<file path="src/rtl/shift_pkg.sv">
// Shared types for the rotate/unrotate datapath: op encoding, sequencer
// states and op decode/inversion helpers.
package shift_pkg;

   localparam int unsigned DEF_WIDTH = 32'd7;

   typedef enum logic [1:0] {
      SH_NONE  = 2'b00,
      SH_RIGHT = 2'b01,
      SH_LEFT  = 2'b10
   } shift_op_t;

   typedef enum logic [1:0] {
      IDLE = 2'b00,
      RUN  = 2'b01,
      DONE = 2'b10
   } unshift_state_t;

   // Raw 2-bit op field; 2'b11 carries no rotation.
   function automatic shift_op_t decode_op(input logic [1:0] op);
      shift_op_t res;
      case (op)
         2'b01:   res = SH_RIGHT;
         2'b10:   res = SH_LEFT;
         default: res = SH_NONE;
      endcase
      return res;
   endfunction

   function automatic shift_op_t invert_op(input shift_op_t op);
      shift_op_t res;
      case (op)
         SH_RIGHT: res = SH_LEFT;
         SH_LEFT:  res = SH_RIGHT;
         default:  res = SH_NONE;
      endcase
      return res;
   endfunction

endpackage

</file>
<file path="src/rtl/rot_step.sv">
// Combinational single-position rotator, same op encoding as the ALU rotate unit.
module rot_step
   import shift_pkg::*;
#(
   parameter int WIDTH = DEF_WIDTH
) (
   input  logic [WIDTH-1:0] d,
   input  shift_op_t        op,
   output logic [WIDTH-1:0] q
);

   // Select one-bit rotation by op
   always_comb begin
      case (op)
         SH_RIGHT: q = {d[0], d[WIDTH-1:1]};
         SH_LEFT:  q = {d[WIDTH-2:0], d[WIDTH-1]};
         default:  q = d;
      endcase
   end

endmodule

</file>
<file path="src/rtl/unshifter_seq.sv">
// Sequential restorer: undoes an n-step rotate by rotating the opposite way,
// one position per clock, with valid/ready on both sides.
module unshifter_seq
   import shift_pkg::*;
#(
   parameter int WIDTH = DEF_WIDTH,
   parameter int CNT_W = 3
) (
   input  logic             clk,
   input  logic             rst,
   input  logic             in_valid,
   output logic             in_ready,
   input  logic [WIDTH-1:0] in_data,
   input  logic [1:0]       in_op,
   input  logic [CNT_W-1:0] in_count,
   output logic             out_valid,
   input  logic             out_ready,
   output logic [WIDTH-1:0] out_data,
   output logic             busy
);

   localparam logic [CNT_W-1:0] CNT_ONE = CNT_W'(1'b1);

   unshift_state_t   state_r;
   shift_op_t        op_r;
   shift_op_t        in_op_s;
   shift_op_t        inv_op_s;
   logic [WIDTH-1:0] data_r;
   logic [WIDTH-1:0] rot_s;
   logic [CNT_W-1:0] cnt_r;
   logic [CNT_W-1:0] eff_cnt_s;

   // Decode request op and derive the effective rotation count
   always_comb begin
      in_op_s  = decode_op(in_op);
      inv_op_s = invert_op(op_r);
      if (in_op_s == SH_NONE) begin
         eff_cnt_s = {CNT_W{1'b0}};
      end else begin
         eff_cnt_s = in_count;
      end
   end

   rot_step #(.WIDTH(WIDTH)) u_rot (
      .d  (data_r),
      .op (inv_op_s),
      .q  (rot_s)
   );

   // Sequencer: accept, rotate one step per clock, hold result until taken
   always_ff @(posedge clk or posedge rst) begin
      if (rst) begin
         state_r   <= IDLE;
         op_r      <= SH_NONE;
         data_r    <= {WIDTH{1'b0}};
         cnt_r     <= {CNT_W{1'b0}};
         in_ready  <= 1'b1;
         out_valid <= 1'b0;
         out_data  <= {WIDTH{1'b0}};
         busy      <= 1'b0;
      end else begin
         case (state_r)
            IDLE: begin
               if (in_valid) begin
                  data_r   <= in_data;
                  op_r     <= in_op_s;
                  cnt_r    <= eff_cnt_s;
                  in_ready <= 1'b0;
                  busy     <= 1'b1;
                  if (eff_cnt_s != {CNT_W{1'b0}}) begin
                     state_r <= RUN;
                  end else begin
                     state_r   <= DONE;
                     out_valid <= 1'b1;
                     out_data  <= in_data;
                  end
               end
            end
            RUN: begin
               data_r <= rot_s;
               cnt_r  <= cnt_r - CNT_ONE;
               if (cnt_r == CNT_ONE) begin
                  state_r   <= DONE;
                  out_valid <= 1'b1;
                  out_data  <= rot_s;
               end
            end
            DONE: begin
               if (out_ready) begin
                  state_r   <= IDLE;
                  out_valid <= 1'b0;
                  in_ready  <= 1'b1;
                  busy      <= 1'b0;
               end
            end
            default: begin
               state_r   <= IDLE;
               out_valid <= 1'b0;
               in_ready  <= 1'b1;
               busy      <= 1'b0;
            end
         endcase
      end
   end

endmodule

</file>
<file path="config.mk">
export PLATFORM = sky130hd
export DESIGN_NAME = unshifter_seq
export DESIGN_NICKNAME = d
export VERILOG_FILES = /design/src/rtl/shift_pkg.sv /design/src/rtl/rot_step.sv /design/src/rtl/unshifter_seq.sv
export SDC_FILE = /design/constraint.sdc
export NUM_CORES = 1
export LEC_CHECK = 0
export CAP_MARGIN = 20
export CELL_PAD_IN_SITES_DETAIL_PLACEMENT = 0
export CELL_PAD_IN_SITES_GLOBAL_PLACEMENT = 1
export CORE_ASPECT_RATIO = 0.9
export CORE_UTILIZATION = 42
export CTS_CLUSTER_SIZE = 28
export DETAILED_ROUTE_END_ITERATION = 12
export GPL_TIMING_DRIVEN = 0
export PLACE_DENSITY_LB_ADDON = 0.1
export SYNTH_ARGS = -nofsm -noshare
export SYNTH_HDL_FRONTEND = slang
export SYNTH_HIERARCHICAL = 1
export SYNTH_SLANG_ARGS = --single-unit
</file>
<file path="constraint.sdc">
create_clock -name clk -period 3.05 [get_ports clk]
set_input_delay 0.915 -clock clk [delete_from_list [all_inputs] [get_ports clk]]
set_output_delay 0.915 -clock clk [all_outputs]
set_load 0.01 [all_outputs]
</file>
==> run_results.csv, run 1 <==
group,metric,value,unit
detailed_routing,drt_wl_total,2770,um
global_routing,track_usage,18.2,%
timing,fin_crit_sh,86.6,%
pwr,pwr-share-seq,34.8,%
critical_path,cp_max_fo,9,
synthesis,synth_cells,138,
timing,fin_setup_tns,0,ps
floorplanning,core_area,3070,um^2
job,maxCapViolations,0,
synthesis,synth_area,1360,um^2
clock_network,cts_setup_buffers,0,
pwr,p_int,1.03,mW
synthesis,ys_ff_latch,24,
pwr,pwr-share-comb,55.3,%
clock_network,cts_buffers,3,
clock_network,clock_path_buffers,2,
hold_path,hold_path_class,"reg2reg",
detailed_routing,drc,0,
critical_path,path_buf_inv,2,
pwr,p_sw_share,40.5,%
synthesis,synth_common_cells,"23 x dfrtp_1, 17 x nand2_1, 16 x inv_1, 12 x mux2i_1",
detailed_routing,viasPerCell,5.14,
run_status,status,"complete, no violations",
synthesis,ys_seq_area_share,44.4,%
pwr,power_switching,0.698,mW
clock_network,cts_resized,0,
timing,hold_viol,0,
floorplanning,die_h,55.9,um
detailed_routing,wl_per_cell,13.2,um
clock_network,insertion_delay,310,ps
layout,layout.nets,190,
synthesis,yosysWarnings,6,
global_routing,antenna_found_initial,0,
critical_path,arrival,2850,ps
placed_design,io_buffers,25,
floorplanning,ios,26,
timing,holdWs,516,ps
detailed_routing,num_vias,1074,
clock_network,clock-sinks,24,
detailed_routing,first_iter_violations,52,
critical_path,worst_path_largest_cell_delay,610,ps
placed_design,place.gp.congestion,0.770,
floorplanning,die_x,61.9,um
clock_network,cts_hold_buf,0,
pwr,finalPower,1.72,mW
global_routing,grt_pass1_vias,1036,
timing,slew_viol_final,0,
pwr,share_clk_of_total_power,9.9,%
timing,rsz0062_at_grt,"false",
clock_network,root_buffer,"clkbuf_4",
critical_path,crit_slowest_cell,"a221oi_4",
layout,drive_gt1_share,8.98,%
synthesis,synth_area_leaders,"dfrtp_1 42%, mux2i_1 8.9%, ha_1 5.5%",
critical_path,crit_type,"in2reg",
timing,max_slew_margin,39.9,%
critical_path,crit_cells,6,
clock_network,htree_levels,1,
clock_network,clk_pin_slew_worst_paths,140,ps
global_routing,overflow,0,
critical_path,worstSetupStartpointType,"input port",
synthesis,synth_top_cell_area_share,42.5,%
global_routing,grt_max_degree,25,
placed_design,dp_hpwl,2010,um
global_routing,grt_first_pass_wirelength,4710,um
pwr,p_leak,0.759,nW
synthesis,synthArstFlopShare,100,%
critical_path,crit_family,"compound AO/OA/AOI/OAI gates",
floorplanning,dieArea,3460,um^2
critical_path,rr_worst_depth,4,
floorplanning,num_rows,19,
synthesis,ys_types,29,
timing,clock.fmax,0.379,GHz
floorplanning,initial_utilization,44.2,%
pwr,ir_worst_vdd,398,uV
synthesis,syn_nets,160,
clock_network,cts_tree,"built",
hold_path,holdPathStages,2,
timing,finalClockSkew,4.87,ps
synthesis,ys.flop_type,"dfrtp_1",
critical_path,worstPathCellList,"clkdlybuf4s50_1, inv_1, ha_1, nor2_1, a221oi_4, mux2_4",
timing,tightest_slew,900,ps
synthesis,synth_top_cell_by_area,"dfrtp_1",
layout,area_growth,25.0,%
timing,finalSetupViolCount,0,
detailed_routing,first_pass_iters,4,
synthesis,avgSynthCellArea,9.82,um^2
detailed_routing,antenna_left,0,
critical_path,end_kind,"flop",
timing,period_needed,2640,ps
layout,n_antenna_cell,0,
critical_path,cp.required,3260,ps
synthesis,synth-edff-count,0,
pwr,p_per_area,1020,nW/um^2
synthesis,synth_most_common_cell,"dfrtp_1",
## final cells by class
| type | instances | area, um^2 |
|---|---|---|
| Inverter | 16 | 60.1 |
| Multi-Input combinational cell | 93 | 664 |
| Sequential cell | 24 | 602 |
| Tap cell | 42 | 52.6 |
| Clock buffer | 4 | 36.3 |
| Timing Repair Buffer | 25 | 250 |
| Buffer | 5 | 28.8 |
| Fill cell | 283 | 1370 |
## kinds of logic (layout without fill, tap and decap cells)
kind of cell / count (synthesis) / after routing / synth area share, %
mux: 17 / 17 / 13.3
flops: 24 / 24 / 44.4
buf+inv: 21 / 50 / 6.56
compound gates: 35 / 35 / 17.5
fa+ha+maj: 6 / 6 / 5.54
simple gates: 35 / 35 / 12.6
## final timing paths
path	slack (ps)	from	end
setup / recovery	410	in_op[0]	out_data[6]
hold / removal	520	busy	busy
setup reg to reg	1070	state_r[0]	data_r[1]
hold reg to reg	520	busy	busy
max in group asynchronous	1420	rst	data_r[2]
min in group asynchronous	1080	rst	busy
## flip-flops by register name (all words and copies together) (netlist names)
| signal | cells |
|---|---|
| busy | 1 |
| in_ready | 1 |
| out_data | 7 |
| data_r | 7 |
| state_r | 2 |
| cnt_r | 3 |
| out_valid | 1 |
| op_r | 2 |
## cell usage in the layout (no fill, tap or decap), drive strengths merged
| cell | count |
|---|---|
| mux2 | 5 |
| a21oi | 3 |
| clkbuf | 6 |
| buf | 3 |
| nand2b | 4 |
| nor2b | 5 |
| nand3b | 1 |
| nor2 | 5 |
| a21o | 1 |
| inv | 16 |
| a32oi | 1 |
| a22oi | 9 |
| dfstp | 1 |
| and3b | 1 |
| o21bai | 1 |
| a221oi | 1 |
| or3 | 1 |
| clkdlybuf4s50 | 25 |
| o21ai | 16 |
| ha | 6 |
| o22a | 1 |
| nand2 | 17 |
| o31ai | 1 |
| dfrtp | 23 |
| a2bb2oi | 1 |
| nor3 | 1 |
| mux2i | 12 |
## worst min-delay path, delay by kind of cell (launching register included)
family,cells,cell delay [ps]
AND/OR/NAND/NOR,2,110
flip-flops,1,390
## through the flow
stage / std cells / utilization (%) / area, um^2 / worst slack (ps)
2_1_floorplan: 138 / - / 1360 / 798
3_3_place_gp: 205 / 54.1 / 1660 / 96.1
3_5_place_dp: 205 / 54.1 / 1660 / 53.2
4_1_cts: 209 / 55.2 / 1690 / 394
5_1_grt: 209 / 55.2 / 1690 / 335
6_report: 209 / 55.2 / 1690 / 409
## power groups by stage
| stage | logic [mW] | registers (mW) | clock network, mW |
|---|---|---|---|
| 5_1_grt | 1.08 | 0.626 | 0.188 |
| 4_1_cts | 0.961 | 0.599 | 0.175 |
| 6_report | 0.954 | 0.600 | 0.170 |
| 3_5_place_dp | 0.955 | 0.606 | 0 |
| 3_3_place_gp | 0.939 | 0.599 | 0 |
| 2_1_floorplan | 0.637 | 0.613 | 0 |
## per-layer routing
| metal | routed length [um] | vias to the layer above | GRT usage, % |
|---|---|---|---|
| met5 | 0 | - | 0 |
| met4 | 17 | 0 | 6.03 |
| li1 | - | 533 | - |
| met3 | 146 | 2 | 3.95 |
| met1 | 1420 | 511 | 26.4 |
| met2 | 1190 | 28 | 26.6 |
Note: power is estimated with default switching activity, not from simulation.
==> inputs of run 2 (changes only) <==
--- a/config.mk
+++ b/config.mk
@@ -5,7 +5,6 @@
 export SDC_FILE = /design/constraint.sdc
 export NUM_CORES = 1
 export LEC_CHECK = 0
-export CAP_MARGIN = 20
 export CELL_PAD_IN_SITES_DETAIL_PLACEMENT = 0
 export CELL_PAD_IN_SITES_GLOBAL_PLACEMENT = 1
 export CORE_ASPECT_RATIO = 0.9
==> results of run 2 <==
The final DEF is identical to that of run 1; final timing and power are the same.
